**config.mk**
```make
export PLATFORM = sky130hd
export DESIGN_NAME = updown_ctrl
export DESIGN_NICKNAME = d
export VERILOG_FILES = /design/src/rtl/updown_ctrl.sv
export SDC_FILE = /design/constraint.sdc
export NUM_CORES = 1
export LEC_CHECK = 0
export CAP_MARGIN = 20
export CORE_AREA = 8 8 65 81
export CTS_CLUSTER_SIZE = 20
export DETAILED_ROUTE_END_ITERATION = 6
export DIE_AREA = 0 0 73 89
export PLACE_DENSITY = 0.67
export SLEW_MARGIN = 20
export SYNTH_ARGS = -nofsm -noshare
export SYNTH_HDL_FRONTEND = slang
export SYNTH_SLANG_ARGS = --single-unit
export TNS_END_PERCENT = 10
```
**constraint.sdc**
```tcl
create_clock -name clk -period 1.8 [get_ports clk]
set_input_delay 0.27 -clock clk [delete_from_list [all_inputs] [get_ports clk]]
set_output_delay 0.27 -clock clk [all_outputs]
set_load 0.02 [all_outputs]
```
**src/rtl/updown_ctrl.sv**
```systemverilog
// Front-panel control for the 4-bit up/down counter: synchronises and debounces
// three push-buttons, holds the count direction and issues one-cycle clear pulses.
module updown_ctrl #(
   parameter int DB_CYCLES = 4
) (
   input  logic clk,
   input  logic clear,
   input  logic btn_up,
   input  logic btn_down,
   input  logic btn_clr,
   output logic updown,
   output logic clr_pulse,
   output logic dir_changed
);

   localparam logic [0:0] ST_DOWN  = 1'b0;
   localparam logic [0:0] ST_UP    = 1'b1;
   localparam logic [7:0] CNT_LAST = 8'(DB_CYCLES - 1);

   localparam int B_UP  = 0;
   localparam int B_DN  = 1;
   localparam int B_CLR = 2;

   logic [2:0] btn;
   logic [2:0] s1;
   logic [2:0] s2;
   logic [2:0] db;
   logic [2:0] db_q;
   logic [2:0] ev;
   logic [7:0] cnt [3];
   logic [0:0] state;
   logic [0:0] state_nxt;

   assign btn = {btn_clr, btn_down, btn_up};

   // Synchroniser and debouncer stage: db follows s2 only after a stable run
   always_ff @(posedge clk) begin
      if (clear) begin
         s1   <= '0;
         s2   <= '0;
         db   <= '0;
         db_q <= '0;
         for (int i = 0; i < 3; i++) cnt[i] <= '0;
      end else begin
         s1   <= btn;
         s2   <= s1;
         db_q <= db;
         for (int i = 0; i < 3; i++) begin
            if (s2[i] == db[i]) begin
               cnt[i] <= '0;
            end else if (cnt[i] == CNT_LAST) begin
               db[i]  <= s2[i];
               cnt[i] <= '0;
            end else begin
               cnt[i] <= cnt[i] + 8'd1;
            end
         end
      end
   end

   assign ev = db & ~db_q;

   // Clear wins over direction; simultaneous up and down cancel each other
   always_comb begin
      state_nxt = state;
      if (!ev[B_CLR]) begin
         if (state == ST_DOWN && ev[B_UP] && !ev[B_DN])
            state_nxt = ST_UP;
         else if (state == ST_UP && ev[B_DN] && !ev[B_UP])
            state_nxt = ST_DOWN;
      end
   end

   // Output stage
   always_ff @(posedge clk) begin
      if (clear) begin
         state       <= ST_DOWN;
         clr_pulse   <= 1'b0;
         dir_changed <= 1'b0;
      end else begin
         state       <= state_nxt;
         clr_pulse   <= ev[B_CLR];
         dir_changed <= (state_nxt != state);
      end
   end

   assign updown = state[0];

endmodule

```
## Word level (Yosys, flattened, before mapping)

Memories as Yosys holds them, arrays and structs flattened.
Index checks and enable logic that the tools add are counted.

- Register bits after elaboration: 15
- Memory bits (writable): 24
- Input port bits: 5
- Output and inout port bits: 3
- Memories: 1

- Add/sub/neg operators: 3
- Eq/ne operators: 7
- Multiplexer cells: 47
- Bitwise logic cells: 15
- Reductions and logical operators: 9

Memories:

| memory | words | bits a word | rd ports | clocked after Yosys merged registers in | wr ports | line | source |
|---|---|---|---|---|---|---|---|
| cnt | 3 | 8 | 3 | 0 | 3 | 30 | `logic [7:0] cnt [3];` |

Operator list:

| cell | number |
|---|---|
| $mux W8 | 9 |
| $mux W1 | 38 |
| $add A8 B1 Y8 const B | 3 |
| $eq A8 B2 Y1 const B | 3 |
| $or A1 B1 Y1 | 9 |
| $reduce_and A2 Y1 | 3 |
| $logic_and A1 B1 Y1 | 4 |
| $not A1 Y1 | 4 |
| $and A3 B3 Y3 | 1 |
| $eq A1 B1 Y1 | 3 |
| $not A3 Y3 | 1 |
| $logic_not A1 Y1 | 2 |
| $ne A1 B1 Y1 | 1 |

## Longest topological paths before layout

Gate-level depths: netlist (run 1).

- Depth after elaboration: 8
- Gate-level depth with buffers: 5
- Depth with buffers taken out: 5

## Least setup slack after synthesis (run 1)

No wires, ideal clock.

- Kind: register -> register
- Start point: mem cnt[0][0]
- End point: mem cnt[0][2] (data pin)
- Library setup time: 259 ps
- Data arrival time: 1143 ps
- Data required time: 1541 ps
- Path slack: 398 ps
- Stages on the path, launching flop included: 6
- Cells stage by stage: edfxtp_1 ha_1 nor4b_2 nand2_1 nand2_1 nor2_1

RTL lines:

| element | line |
|---|---|
| start, declared | 30 |

## Final worst setup path (run 1)

- Start point: reg state (netlist: updown)
- End point: out updown

RTL lines:

| element | line | source |
|---|---|---|
| start, declared | 31 | `logic [0:0] state;` |
| start signal, assigned | 81 | `state <= state_nxt;` |
| end, declared | 11 | `output logic updown,` |

No word-level cell between the ends.

==> metrics.csv, run 1 <==
stage,metric,value,unit
synth,Ys Warns,0,
sta,Final Hold Viols,0,
grt,Tot GR Track Use,9.72,%
die,Ports,8,
die,core region area,4000,um^2
setup_path,reg2reg path depth,5,
sta,Slew Limit Fails,0,
setup_path,Buf/Inv on CP,1,
clocking,CTS tree,yes,
die,die width,73,um
setup_path,WP depth,1,
setup_path,crit-path cells,clkdlybuf4s50_1,
min_path,Hold Path Depth,1,
cells_and_area,Reg area,1020,um^2
run,max-cap check violation count,0,
clocking,Sink Count,39,
power_and_ir_drop,PwrDens,824,nW/um^2
routing,DR vias,1143,
routing,drt pass-1 iters,4,
grt,M2 GR Usage,17.4,%
setup_path,CP Launch Type,register,
synth,Synth cell types,23,
setup_path,Worst Setup Path Type,reg -> out,
setup_path,R2R setup slack,220,ps
die,Die ar.,6500,um^2
routing,Routed wire per std cell,11.0,um
cells_and_area,diode count,0,
setup_path,FF-to-FF Start,cnt[0][0],
min_path,worst min-delay path class,reg -> reg,
grt,antenna violations before repair,0,
die,Initial Util,43.2,%
placement,hpwl dp,2.15,mm
cells_and_area,"commonest non-fill, non-tap cell in the layout",nor2_1,
power_and_ir_drop,worst vdd ir,0.715,mV
clocking,Worst-path clk slew,70,ps
routing,via/cell ratio,4.52,
routing,"wirelength, routed",2.79,mm
cells_and_area,share of post-route cells with drive strength above 1,8.63,%
grt,grt peak-use layer,met2,
sta,Final setup viols,0,
status,status,completed,
sta,Worst Skew,5.65,ps
placement,Placed Area,1980,um^2
clocking,CTS Buffer Depth,2,
clocking,Worst-Skew Late Latency,290,ps
placement,setup slack after placement,111,ps
sta,fin crit share,88.6,%
synth,post-synthesis cell count,157,
setup_path,largest stage delay on the critical path,640,ps
synth,syn_area_per_cell,11.0,um^2
synth,area fraction of the dominant cell type after synthesis,41.6,%
setup_path,Worst setup endpoint,updown,
clocking,H-tree level count,2,
setup_path,slowest CP cell,clkdlybuf4s50_1,
cells_and_area,Layout area overhead,20.9,%
synth,"top cells by area, synth","edfxtp_1, dfxtp_1, xor2_1",
sta,Fmax,627,MHz
cells_and_area,Fillers,389,
die,Site Rows,26,
die,Chip Height,89,um
cells_and_area,post-route cell area,2090,um^2
routing,Routed Antenna Nets,0,
setup_path,worst endpoint required time,1530,ps
placement,count of input and output buffers,7,
grt,GR Overflow Total,0,
grt,first-pass GRT wire length,4.85,mm
sta,slack of the critical path,205,ps
synth,cell taking the most area after synthesis,edfxtp_1,
setup_path,largest fanout on the critical path,5,
clocking,Root Buffer,clkbuf_8,
grt,grt met1 use,9.63,%
sta,RSZ-0062 raised after global routing,no,
synth,Mapped Area,1730,um^2
routing,Iteration-0 DRC Markers,38,
synth,Synth Register Bits,39,
setup_path,Critical Path Sink Type,primary output,
grt,pin count of the biggest net entering global routing,13,
grt,met3 usage,3.70,%
grt,vias in the first global route,1181,
power_and_ir_drop,PnR Total Power,0.00172,W
cells_and_area,most frequent cells in the layout,"nor2_1, edfxtp_1, conb_1, nand3_1, dfxtp_1",
clocking,CTS buffer count,5,
cells_and_area,final core occ,52.3,%
sta,setup TNS,0,ps
setup_path,crit path from,updown,
cells_and_area,area of the multi-input gates,798,um^2
setup_path,Worst Path Arrival,1330,ps
setup_path,Reg-to-Reg End,cnt[0][7],
synth,"Seq/Total Area, Yosys",59.0,%
cells_and_area,layout net count,204,
placement,gpl congestion,0.753,
routing,post-route DRC violation count,0,
power_and_ir_drop,Leak,0.786,nW
setup_path,Crit path max-delay family,buffers and inverters,
clocking,postcts setup bufs,0,
sta,Final Critical Period,1600,ps
[layout make-up]
type	instances	share of cell area, %
multi-input combinational	139	38.2
clock inverter	1	0.299
tap	56	3.35
timing repair buffer	11	4.78
clock buffer	7	4.61
sequential	39	48.8
[cells in the mapped netlist, drive strengths merged]
master  number
mux2i        1
a21oi        3
edfxtp      24
and3         8
nor3         6
conb         1
nand3       16
nand2        9
o21ai        2
ha           3
nor4         1
nor4b        2
xor2        13
xnor2        8
nor2        28
nor2b       13
clkbuf       1
buf          1
nand2b       1
a22oi        1
dfxtp       15
[state kept, by name, summed over array words and instances, names as in the netlist]
signal and cells:
s2 3, dir_changed 1, db_q 3, db 3, s1 3, updown 1, clr_pulse 1, cnt 24
[worst register-to-register path: stages (launching register included)]
cell      delay, ps
edfxtp_1        430
ha_1            270
nor4b_4         270
nand2_1         140
nand2_2         150
nor2_1           70
[per-stage QoR]
stage	std cells	hold slack (ps)
after floorplan	180	392
after global placement	245	402
after detailed placement	245	405
after CTS	253	416
after global routing	253	445
final	253	412
[power by group]
group	total (W)	internal [W]	switching, W
Sequential	0.00101	0.000978	0.0000290
Clock	0.000638	0.000349	0.000289
Combinational	0.0000793	0.0000386	0.0000408
Total	0.00172	0.00137	0.000359
[routing by layer]
| metal | share of wire, % | wire length, um | vias to the layer above |
|---|---|---|---|
| li1 | - | - | 595 |
| met4 | 2.0 | 55 | 0 |
| met3 | 3.6 | 101 | 7 |
| met2 | 51 | 1420 | 14 |
| met1 | 43 | 1210 | 527 |
| met5 | 0 | 0 | - |
[worst min path at each step]
stage / slack, ps / from / end
2_1_floorplan: 390 / db_q[2] / clr_pulse
3_3_place_gp: 400 / db_q[2] / clr_pulse
3_5_place_dp: 410 / db_q[2] / clr_pulse
4_1_cts: 420 / db_q[2] / clr_pulse
5_1_grt: 440 / db_q[2] / clr_pulse
6_report: 410 / db_q[2] / clr_pulse
[repair_timing]
| item | CTS | global route |
|---|---|---|
| endpoints found under the setup margin | 0 | 7 |
| hold buffers | 0 | 0 |
| gates resized for setup | 0 | 2 |
[cell families after synthesis]
kind of cell | after synthesis | share of synthesized area, %
flip-flops | 39 | 59.0
other | 1 | 0.217
buffers and inverters | 2 | 0.506
AND/OR/NAND/NOR | 84 | 25.0
multiplexers | 1 | 0.578
AO/OA/AOI/OAI | 6 | 1.88
adder cells (fa/ha/maj) | 3 | 2.17
XOR/XNOR | 21 | 10.6
Power figures use the tool's default switching activity.
==> run 2: changes to the inputs <==
Clock period 1.8 ns to 1.9 ns, I/O delays scaled along.
==> metrics.csv, run 2 (synthesized netlist as in run 1, its figures left out) <==
stage,metric,value,unit,change
cells_and_area,diode count,0,,unchanged
setup_path,most frequent CP cell,nand2_1,,
clocking,Worst-Skew Late Latency,280,ps,was 290 ps
min_path,worst min-delay path class,reg -> reg,,unchanged
sta,Slew Limit Fails,0,,unchanged
setup_path,worst endpoint required time,1930,ps,was 1530 ps
clocking,CTS tree,yes,,unchanged
cells_and_area,fin cells,251,,was 253
sta,Final Critical Period,1670,ps,
setup_path,slowest CP cell,edfxtp_1,,was clkdlybuf4s50_1
sta,RSZ-0062 raised after global routing,no,,unchanged
clocking,CTS Buffer Depth,2,,unchanged
routing,Routed Antenna Nets,0,,unchanged
routing,via/cell ratio,4.68,,was 4.52
clocking,CTS buffer count,5,,unchanged
setup_path,largest stage delay on the critical path,420,ps,was 640 ps
grt,GR Overflow Total,0,,unchanged
die,Initial Util,43.2,%,unchanged
setup_path,Worst Path Arrival,1700,ps,was 1330 ps
clocking,Worst-path clk slew,70,ps,about the same
die,Site Rows,26,,unchanged
grt,vias in the first global route,1181,,unchanged
cells_and_area,Reg area,1020,um^2,unchanged
cells_and_area,most frequent cells in the layout,"nor2_1, edfxtp_1, conb_1, nand3_1, dfxtp_1",,unchanged
routing,post-route DRC violation count,0,,unchanged
setup_path,Critical Path Sink Type,register,,was primary output
die,die width,73,um,unchanged
clocking,H-tree level count,2,,unchanged
sta,Fmax,598,MHz,
routing,drt pass-1 iters,4,,unchanged
sta,setup TNS,0,ps,unchanged
clocking,CTS resizes,0,,unchanged
setup_path,Worst Setup Path Type,reg -> reg,,was reg -> out
cells_and_area,area of the multi-input gates,787,um^2,was 798 um^2
die,Chip Height,89,um,unchanged
power_and_ir_drop,worst vdd ir,0.511,mV,was 0.715 mV
setup_path,largest fanout on the critical path,7,,was 5
cells_and_area,Layout area overhead,18.1,%,was 20.9%
power_and_ir_drop,Leak,0.759,nW,was 0.786 nW
routing,"wirelength, routed",2.77,mm,was 2.79 mm
sta,Final setup viols,0,,unchanged
clocking,Sink Count,39,,unchanged
placement,gpl congestion,0.726,,was 0.753
sta,fin crit share,88.0,%,
placement,hpwl dp,2.04,mm,was 2.15 mm
placement,count of input and output buffers,7,,unchanged
sta,Final Hold Viols,0,,unchanged
run,max-cap check violation count,0,,unchanged
grt,Tot GR Track Use,9.60,%,was 9.72%
setup_path,CP Launch Type,register,,unchanged
clocking,Root Buffer,clkbuf_8,,unchanged
power_and_ir_drop,PwrDens,756,nW/um^2,was 824 nW/um^2
sta,Worst Skew,4.18,ps,was 5.65 ps
die,Ports,8,,unchanged
cells_and_area,Biggest register,cnt,,unchanged
cells_and_area,share of post-route cells with drive strength above 1,5.64,%,was 8.63%
routing,Routed wire per std cell,11.0,um,about the same
setup_path,crit-path cells,ha_1 -> nor4b_2 -> nand2_1 -> nand2_1 -> nor2_1,,was clkdlybuf4s50_1
cells_and_area,"commonest non-fill, non-tap cell in the layout",nor2_1,,unchanged
grt,antenna violations before repair,0,,unchanged
clocking,postcts setup bufs,0,,unchanged
cells_and_area,max reg flops,24,,unchanged
routing,DR vias,1174,,was 1143
setup_path,Buf/Inv on CP,0,,was 1
clocking,cts hold-fix bufs,0,,unchanged
die,Die ar.,6500,um^2,unchanged
grt,pin count of the biggest net entering global routing,12,,was 13
routing,Iteration-0 DRC Markers,32,,was 38
cells_and_area,Fillers,360,,was 389
grt,first-pass GRT wire length,4.77,mm,was 4.85 mm
die,core region area,4000,um^2,unchanged
setup_path,Crit path max-delay family,simple AND/OR/NAND/NOR gates,,was buffers and inverters
cells_and_area,layout net count,202,,was 204
placement,placed cell count,243,,was 245
status,status,completed,,unchanged
## run 2: power breakdown
part           internal (W)   total, W  switching (W)  leakage [nW]
Clock              0.000261   0.000521       0.000260        0.0395
Combinational     0.0000336  0.0000705      0.0000369         0.350
Sequential         0.000926   0.000953      0.0000271         0.370
## run 2: layout make-up
class / instances / share of cell area [%]
clock buffers: 8 / 3.92
multi-input cells: 139 / 38.5
flip-flops and latches: 39 / 50.0
well taps: 56 / 3.43
repair buffers: 9 / 4.16
## run 2: final timing paths
path	depth (start not counted)	slack [ps]	start	endpoint
hold / removal	1	420	db_q[2]	clr_pulse
setup / recovery	5	230	cnt[0][0]	cnt[0][4]
hold reg to reg	1	420	db_q[2]	clr_pulse
setup reg to reg	5	230	cnt[0][0]	cnt[0][4]
## run 2: routing by layer
metal,up-vias,GRT usage (%),share of wire (%)
met4,0,6.02,2.0
li1,592,-,-
met3,6,2.69,3.1
met1,559,9.82,43
met5,-,0,0
met2,17,16.9,52
## run 2: per-stage QoR
stage | hold WS, ps | cell area, um^2 | total power (W) | utilization, % | setup slack (ps)
after global routing | 439 | 2040 | 0.00161 | 51.1 | 81.4
after detailed placement | 413 | 1960 | 0.00104 | 49.1 | 261
after global placement | 410 | 1960 | 0.00104 | 49.1 | 287
after CTS | 419 | 2040 | 0.00157 | 51.1 | 241
final | 415 | 2040 | 0.00154 | 51.1 | 228
after floorplan | 392 | 1820 | 0.00102 | - | 498
